==> config.mk <==
export PLATFORM = sky130hd
export DESIGN_NAME = sq_iter
export DESIGN_NICKNAME = d
export VERILOG_FILES = /design/src/rtl/sq_iter.sv
export SDC_FILE = /design/constraint.sdc
export NUM_CORES = 1
export LEC_CHECK = 0
export CAP_MARGIN = 20
export CORE_UTILIZATION = 30
export CTS_CLUSTER_DIAMETER = 200
export DETAILED_ROUTE_END_ITERATION = 8
export PLACE_DENSITY = 0.49
export SLEW_MARGIN = 40
export SYNTH_ARGS = -nofsm -noshare
export SYNTH_HDL_FRONTEND = slang
export SYNTH_SLANG_ARGS = --single-unit
==> constraint.sdc <==
create_clock -name clk_i -period 2.8 [get_ports clk_i]
set_input_delay 0.42 -clock clk_i [delete_from_list [all_inputs] [get_ports clk_i]]
set_output_delay 0.42 -clock clk_i [all_outputs]
set_load 0.05 [all_outputs]
==> src/rtl/sq_iter.sv <==
// Iterative integer squarer: n*n is formed as the sum of the first n odd numbers
// (1+3+5+...). It uses a single adder, a down-counter and an enb_i/busy_o handshake.
module sq_iter #(
  parameter int unsigned WIDTH = 8
) (
  input  logic               clk_i,
  input  logic               rst_i,
  input  logic               enb_i,
  input  logic [WIDTH-1:0]   dt_i,
  output logic               busy_o,
  output logic               done_o,
  output logic [2*WIDTH-1:0] dt_o
);

  typedef enum logic [1:0] {
    IDLE   = 2'd0,
    ACCUM  = 2'd1,
    FINISH = 2'd2
  } state_t;

  state_t             state, state_nxt;
  logic [WIDTH-1:0]   cnt, cnt_nxt;
  logic [2*WIDTH-1:0] acc, acc_nxt;
  logic [WIDTH:0]     odd, odd_nxt;
  logic               busy_nxt, done_nxt;
  logic [2*WIDTH-1:0] dt_nxt;

  // Next-state and datapath update; done_o defaults low so it is a one-cycle pulse
  always_comb begin
    state_nxt = state;
    cnt_nxt   = cnt;
    acc_nxt   = acc;
    odd_nxt   = odd;
    busy_nxt  = busy_o;
    done_nxt  = 1'b0;
    dt_nxt    = dt_o;
    case (state)
      IDLE: begin
        if (enb_i) begin
          cnt_nxt   = dt_i;
          acc_nxt   = '0;
          odd_nxt   = (WIDTH+1)'(1);
          busy_nxt  = 1'b1;
          state_nxt = ACCUM;
        end
      end
      ACCUM: begin
        if (cnt != '0) begin
          // odd peaks at 2n+1, acc at (2^WIDTH-1)^2: neither can overflow
          acc_nxt = acc + {{(WIDTH-1){1'b0}}, odd};
          odd_nxt = odd + (WIDTH+1)'(2);
          cnt_nxt = cnt - WIDTH'(1);
        end else begin
          state_nxt = FINISH;
        end
      end
      FINISH: begin
        dt_nxt    = acc;
        done_nxt  = 1'b1;
        busy_nxt  = 1'b0;
        state_nxt = IDLE;
      end
      default: begin
        state_nxt = IDLE;
      end
    endcase
  end

  // State and datapath registers; reset abandons any computation in flight
  always_ff @(posedge clk_i or posedge rst_i) begin
    if (rst_i) begin
      state  <= IDLE;
      cnt    <= '0;
      acc    <= '0;
      odd    <= '0;
      busy_o <= 1'b0;
      done_o <= 1'b0;
      dt_o   <= '0;
    end else begin
      state  <= state_nxt;
      cnt    <= cnt_nxt;
      acc    <= acc_nxt;
      odd    <= odd_nxt;
      busy_o <= busy_nxt;
      done_o <= done_nxt;
      dt_o   <= dt_nxt;
    end
  end

endmodule
== Word level (Yosys, flattened, before mapping) ==
Index checks and enable logic that the tools add are counted.
Storage, ports and cells
  bits in registers: 53
  output and inout bits: 18
  logic and storage cells: 37
Operators by class
  reduce and logical (&&, ||, !) cells: 7
  eq/ne operators: 5
  muxes and demuxes: 15
  $add $sub $neg: 3
Operators with widths (count)
  16-bit two-way mux: 2
  16-bit case mux with 2 select lines: 1
  9-bit two-way mux: 2
  9-bit case mux with 2 select lines: 1
  16-bit by 9-bit adder with 16-bit output: 1
  8-bit two-way mux: 2
  8-bit case mux with 2 select lines: 1
  9-bit by 2-bit adder with 9-bit output, second input constant: 1
  8-bit nonzero test: 1
  8-bit by 1-bit subtractor with 8-bit output, second input constant: 1
  2-bit != test, second input constant: 3
  2-bit two-way mux: 2
  2-bit case mux with 2 select lines: 1
  2-bit AND reduction: 2
  2-bit nonzero test: 2
  3-bit AND reduction: 1
  2-bit by 1-bit equality test with 1-bit output, second input constant: 1
  2-bit equality test, second input constant: 1
  2-bit logical NOT: 1
  1-bit two-way mux: 2
  1-bit case mux with 2 select lines: 1

== Logic depth before layout (Yosys ltp) ==
  depth in word-level cells: 3
  mapped depth: 10
  mapped depth without buffers: 9

== Worst setup path after synthesis ==
Ideal clock, no wire load.
  kind: flip-flop to flip-flop
  start: reg acc[0]
  end: reg acc[12]
  data arrival time: 2.149 ns
  slack: 0.573 ns
  cell stages (with the launch flop): 10
  buffers on the path: 0
  cell sequence: dfrtp_1 > ha_1 > inv_1 > fa_1 > inv_1 > a21o_1 > a21oi_1 > o31a_1 > or4_1 > a21oi_1
Between the ends
  word-level cells in the longest chain between the ends: 3
Ends and longest elaborated chain
  from (decl): line 23  | logic [2*WIDTH-1:0] acc, acc_nxt;
  from (signal assigned): line 82  | acc <= acc_nxt;
  16-bit by 9-bit adder with 16-bit output: line 50  | acc_nxt = acc + {{(WIDTH-1){1'b0}}, odd};
  16-bit two-way mux: line 48  | if (cnt != '0) begin
  16-bit case mux with 2 select lines: line 37  | case (state)
No other way between the ends. The select of a mux whose other input is x is not followed.
A chain may end at the register's enable or synchronous reset.

== Worst setup path in the final report ==
Ends and elaborated chain as after synthesis.

==> impl_metrics.prom <==
# TYPE chip_impl_metric gauge
chip_impl_metric{name="gp_congestion",unit=""} 0.808
chip_impl_metric{name="layout.filler_cells",unit=""} 872
chip_impl_info{name="synth_largest_area_cell",value="dfrtp_1"} 1
chip_impl_metric{name="max_slew.worst_pin.slew",unit="ns"} 0.702
chip_impl_metric{name="layout-drive-gt1-share",unit=""} 0.143
chip_impl_metric{name="setup_viol",unit=""} 0
chip_impl_metric{name="post_synth_mux_area_share",unit=""} 0.0656
chip_impl_metric{name="peak_supply_drop",unit="V"} 0.000367
chip_impl_info{name="synth-main-ff-cell",value="dfrtp_1"} 1
chip_impl_info{name="endpoint_kind",value="register"} 1
chip_impl_info{name="timing.critical_path.cells",value="ha_1 > inv_1 > fa_1 > inv_1 > a21o_1 > a21oi_1 > o31a_1 > or4_1 > a21oi_1"} 1
chip_impl_metric{name="final_hold_violations",unit=""} 0
chip_impl_metric{name="postSynthRegisterBits",unit=""} 53
chip_impl_info{name="cts_root_buffer",value="clkbuf_8"} 1
chip_impl_metric{name="initial_utilization",unit=""} 0.312
chip_impl_metric{name="final_min_period_over_clock_period",unit=""} 0.863
chip_impl_metric{name="route.antenna.remaining_nets",unit=""} 0
chip_impl_metric{name="coreArea",unit="mm2"} 0.00881
chip_impl_metric{name="first_global_vias",unit=""} 2031
chip_impl_metric{name="multi_input_area",unit="mm2"} 0.00132
chip_impl_metric{name="pwr_density_cell",unit="mW/mm2"} 1040
chip_impl_metric{name="switching_share",unit=""} 0.411
chip_impl_metric{name="finalMaxSlewViolations",unit=""} 0
chip_impl_metric{name="wl_per_cell",unit="um"} 14.3
chip_impl_metric{name="mappedNetlistArea",unit="mm2"} 0.00275
chip_impl_metric{name="internal_power",unit="mW"} 2.01
chip_impl_metric{name="largest_stage_delay_worst_path",unit="ns"} 0.52
chip_impl_info{name="outcome",value="complete, but fails checks"} 1
chip_impl_metric{name="numPortBuffers",unit=""} 28
chip_impl_info{name="crit_path_top_delay_cell",value="or4_1"} 1
chip_impl_metric{name="netlist.area_leader.share",unit=""} 0.483
chip_impl_metric{name="report.power.total",unit="mW"} 3.42
chip_impl_metric{name="r2r_slack",unit="ns"} 0.38
chip_impl_metric{name="cts_max_level",unit=""} 2
chip_impl_metric{name="power.share.combinational",unit=""} 0.472
chip_impl_metric{name="drt-initial-drc-count",unit=""} 85
chip_impl_info{name="synth_most_common_cell",value="dfrtp_1"} 1
chip_impl_metric{name="seqPwrFrac",unit=""} 0.369
chip_impl_info{name="holdCritPathClass",value="register to register"} 1
chip_impl_metric{name="count_of_vias_placed_by_the_detailed_router",unit=""} 1980
chip_impl_metric{name="post-route-min-period",unit="ns"} 2.42
chip_impl_metric{name="tritoncts.num_buffers",unit=""} 5
chip_impl_metric{name="cts_hold_buf",unit=""} 0
chip_impl_metric{name="synth_nets",unit=""} 285
chip_impl_metric{name="ys.warnings.count",unit=""} 0
chip_impl_metric{name="drtPass1Iterations",unit=""} 6
chip_impl_metric{name="share_of_synthesized_area_occupied_by_flip_flops_and_latches",unit=""} 0.483
chip_impl_metric{name="setup-tns-final",unit="ns"} 0
chip_impl_metric{name="syn_inst",unit=""} 261
chip_impl_metric{name="vias_per_cell",unit=""} 4.93
chip_impl_metric{name="timing.fmax",unit="MHz"} 414
chip_impl_metric{name="path_max_fanout",unit=""} 6
chip_impl_metric{name="cap_violations",unit=""} 0
chip_impl_metric{name="synthSimpleGateAreaFrac",unit=""} 0.145
chip_impl_metric{name="ios",unit=""} 29
chip_impl_metric{name="cts.repair.resized",unit=""} 0
chip_impl_metric{name="clock_sink_count",unit=""} 53
chip_impl_info{name="startpoint_type",value="register"} 1
chip_impl_metric{name="synth-compound-area-share",unit=""} 0.170
chip_impl_metric{name="gr-usage-all-layers",unit=""} 0.131
chip_impl_metric{name="antenna-diode-count",unit=""} 0
chip_impl_metric{name="place.detailed.hpwl",unit="mm"} 4.22
chip_impl_metric{name="grt_max_degree",unit=""} 28
chip_impl_metric{name="skew",unit="ns"} 0.0137
chip_impl_metric{name="die_h",unit="um"} 97.7
chip_impl_metric{name="cts_max_path_buffers",unit=""} 2
chip_impl_metric{name="synthXorXnorAreaFrac",unit=""} 0.0383
chip_impl_info{name="cts_tree",value="yes"} 1
chip_impl_metric{name="post_synth.cell_area_avg",unit="um2"} 10.5
chip_impl_metric{name="number_of_antenna_violations_at_the_first_check_in_global_routing",unit=""} 0
chip_impl_metric{name="crit_required",unit="ns"} 3.04
chip_impl_metric{name="design.die.area",unit="mm2"} 0.00954
chip_impl_metric{name="critical_path.n_buffers_inverters",unit=""} 2
chip_impl_metric{name="syn_to_final_growth",unit="%"} 19.8
chip_impl_metric{name="area_used_by_sequential_logic_in_the_layout",unit="mm2"} 0.00133
chip_impl_metric{name="wl",unit="mm"} 5.74
chip_impl_metric{name="grt.overflow.total",unit=""} 0
chip_impl_info{name="synth_top_family_by_area",value="compound AO/OA/AOI/OAI gates"} 1
chip_impl_metric{name="floorplan.die.width",unit="um"} 97.7
chip_impl_info{name="grt_setup_unrepaired",value="false"} 1
chip_impl_metric{name="post_synth_num_cell_types",unit=""} 53
chip_impl_metric{name="num_rows",unit=""} 34
chip_impl_metric{name="clk-insertion-delay-late",unit="ns"} 0.31
chip_impl_info{name="top_cells_by_area_in_the_synthesized_netlist",value="dfrtp_1 48%, mux2_2 6.6%, ha_1 5.5%"} 1
chip_impl_metric{name="slew_headroom",unit=""} 0.529
chip_impl_info{name="failed_checks",value="design-rule violations"} 1
chip_impl_metric{name="synth_edf_count",unit=""} 0
chip_impl_metric{name="synth-adder-area-share",unit=""} 0.0620
chip_impl_metric{name="p_switching",unit="mW"} 1.40
chip_impl_info{name="worst_path_dominant_cell_family",value="compound AO/OA/AOI/OAI gates"} 1
chip_impl_metric{name="postSynth.asyncResetShare",unit=""} 1.00
chip_impl_info{name="netlist_top_cells_count",value="53 x dfrtp_1, 29 x nand2_1, 19 x nor2_1, 18 x o21ai_0"} 1
chip_impl_metric{name="crit_path_dat",unit="ns"} 2.65
chip_impl_metric{name="power_leakage",unit="nW"} 1.44
chip_impl_metric{name="p_clk_frac",unit=""} 0.159
chip_impl_metric{name="postCtsSetupBuffers",unit=""} 0
chip_impl_metric{name="drt_drc_violations_left",unit=""} 10
chip_impl_info{name="timing.setup.critical_path_class",value="register to register"} 1
chip_impl_metric{name="global_route_wire_length_before_repair",unit="mm"} 10.1
chip_impl_metric{name="layout_nets",unit=""} 317
chip_impl_metric{name="clkTransAtPathRegs",unit="ns"} 0.09
==> placed cells by master, fill, tap and decap left out, types with 8 or more instances in the layout <==
cell             instances
a21oi_1                 16
clkdlybuf4s50_1         28
dfrtp_1                 53
ha_1                    12
inv_1                   12
mux2_2                  16
nand2_1                 29
nor2_1                  19
o21ai_0                 18
xnor2_1                  8
==> metrics by stage <==
step | util | setup WS (ns) | instance area, um2 | std cells | hold slack (ns)
finish | 0.374 | 0.383 | 3290 | 402 | 0.478
global route | 0.374 | 0.251 | 3290 | 402 | 0.529
CTS | 0.374 | 0.381 | 3290 | 402 | 0.483
detailed placement | 0.360 | 0.324 | 3170 | 394 | 0.460
global placement | 0.360 | 0.387 | 3170 | 394 | 0.458
floorplan | - | 0.573 | 2750 | 261 | 0.444
==> cell families (layout without fill, tap and decap cells) <==
family	count (synthesis)	in the layout
flip-flops	53	53
AO/OA/AOI/OAI	67	67
XOR/XNOR	12	12
buffers and inverters	22	55
multiplexers	16	16
adder cells (fa/ha/maj)	13	13
AND/OR/NAND/NOR	78	78
==> metal layers <==
layer / track usage / wire length, um / part of all wire
met1: 0.190 / 2940 / 0.51
met2: 0.205 / 2610 / 0.45
met3: 0.0216 / 156 / 0.027
met4: 0.0280 / 31 / 0.0054
met5: 0 / 0 / 0
==> power by group through the flow <==
stage          Combinational (mW)  Clock, mW  Sequential, mW
2_1_floorplan                1.26          0            1.25
3_3_place_gp                 1.61          0            1.27
3_5_place_dp                 1.62          0            1.27
4_1_cts                      1.63      0.571            1.26
5_1_grt                      1.84      0.592            1.30
6_report                     1.61      0.544            1.26
==> flip-flops by register name, indices dropped and copies added, names as in the netlist <==
register and count:
acc 16, done_o 1, odd 9, dt_o 16, cnt 8, busy_o 1, state 2
==> final cells by class <==
type,instances,share of cell area
clock buffer,6,0.0251
clock inverter,2,0.0114
inverter,14,0.0167
multi-input combinational,186,0.402
sequential,53,0.403
tap,108,0.0411
timing repair buffer,33,0.100
==> path summary, 6_finish.rpt <==
check,from,end,cells after the start
worst max-delay path,acc[0],acc[12],9
worst min-delay path,odd[0],odd[0],1
worst max register to register,acc[0],acc[12],9
worst min register to register,odd[0],odd[0],1
max in group asynchronous,rst_i,acc[1],3
min in group asynchronous,rst_i,busy_o,2
(Power assumes the default switching activity.)
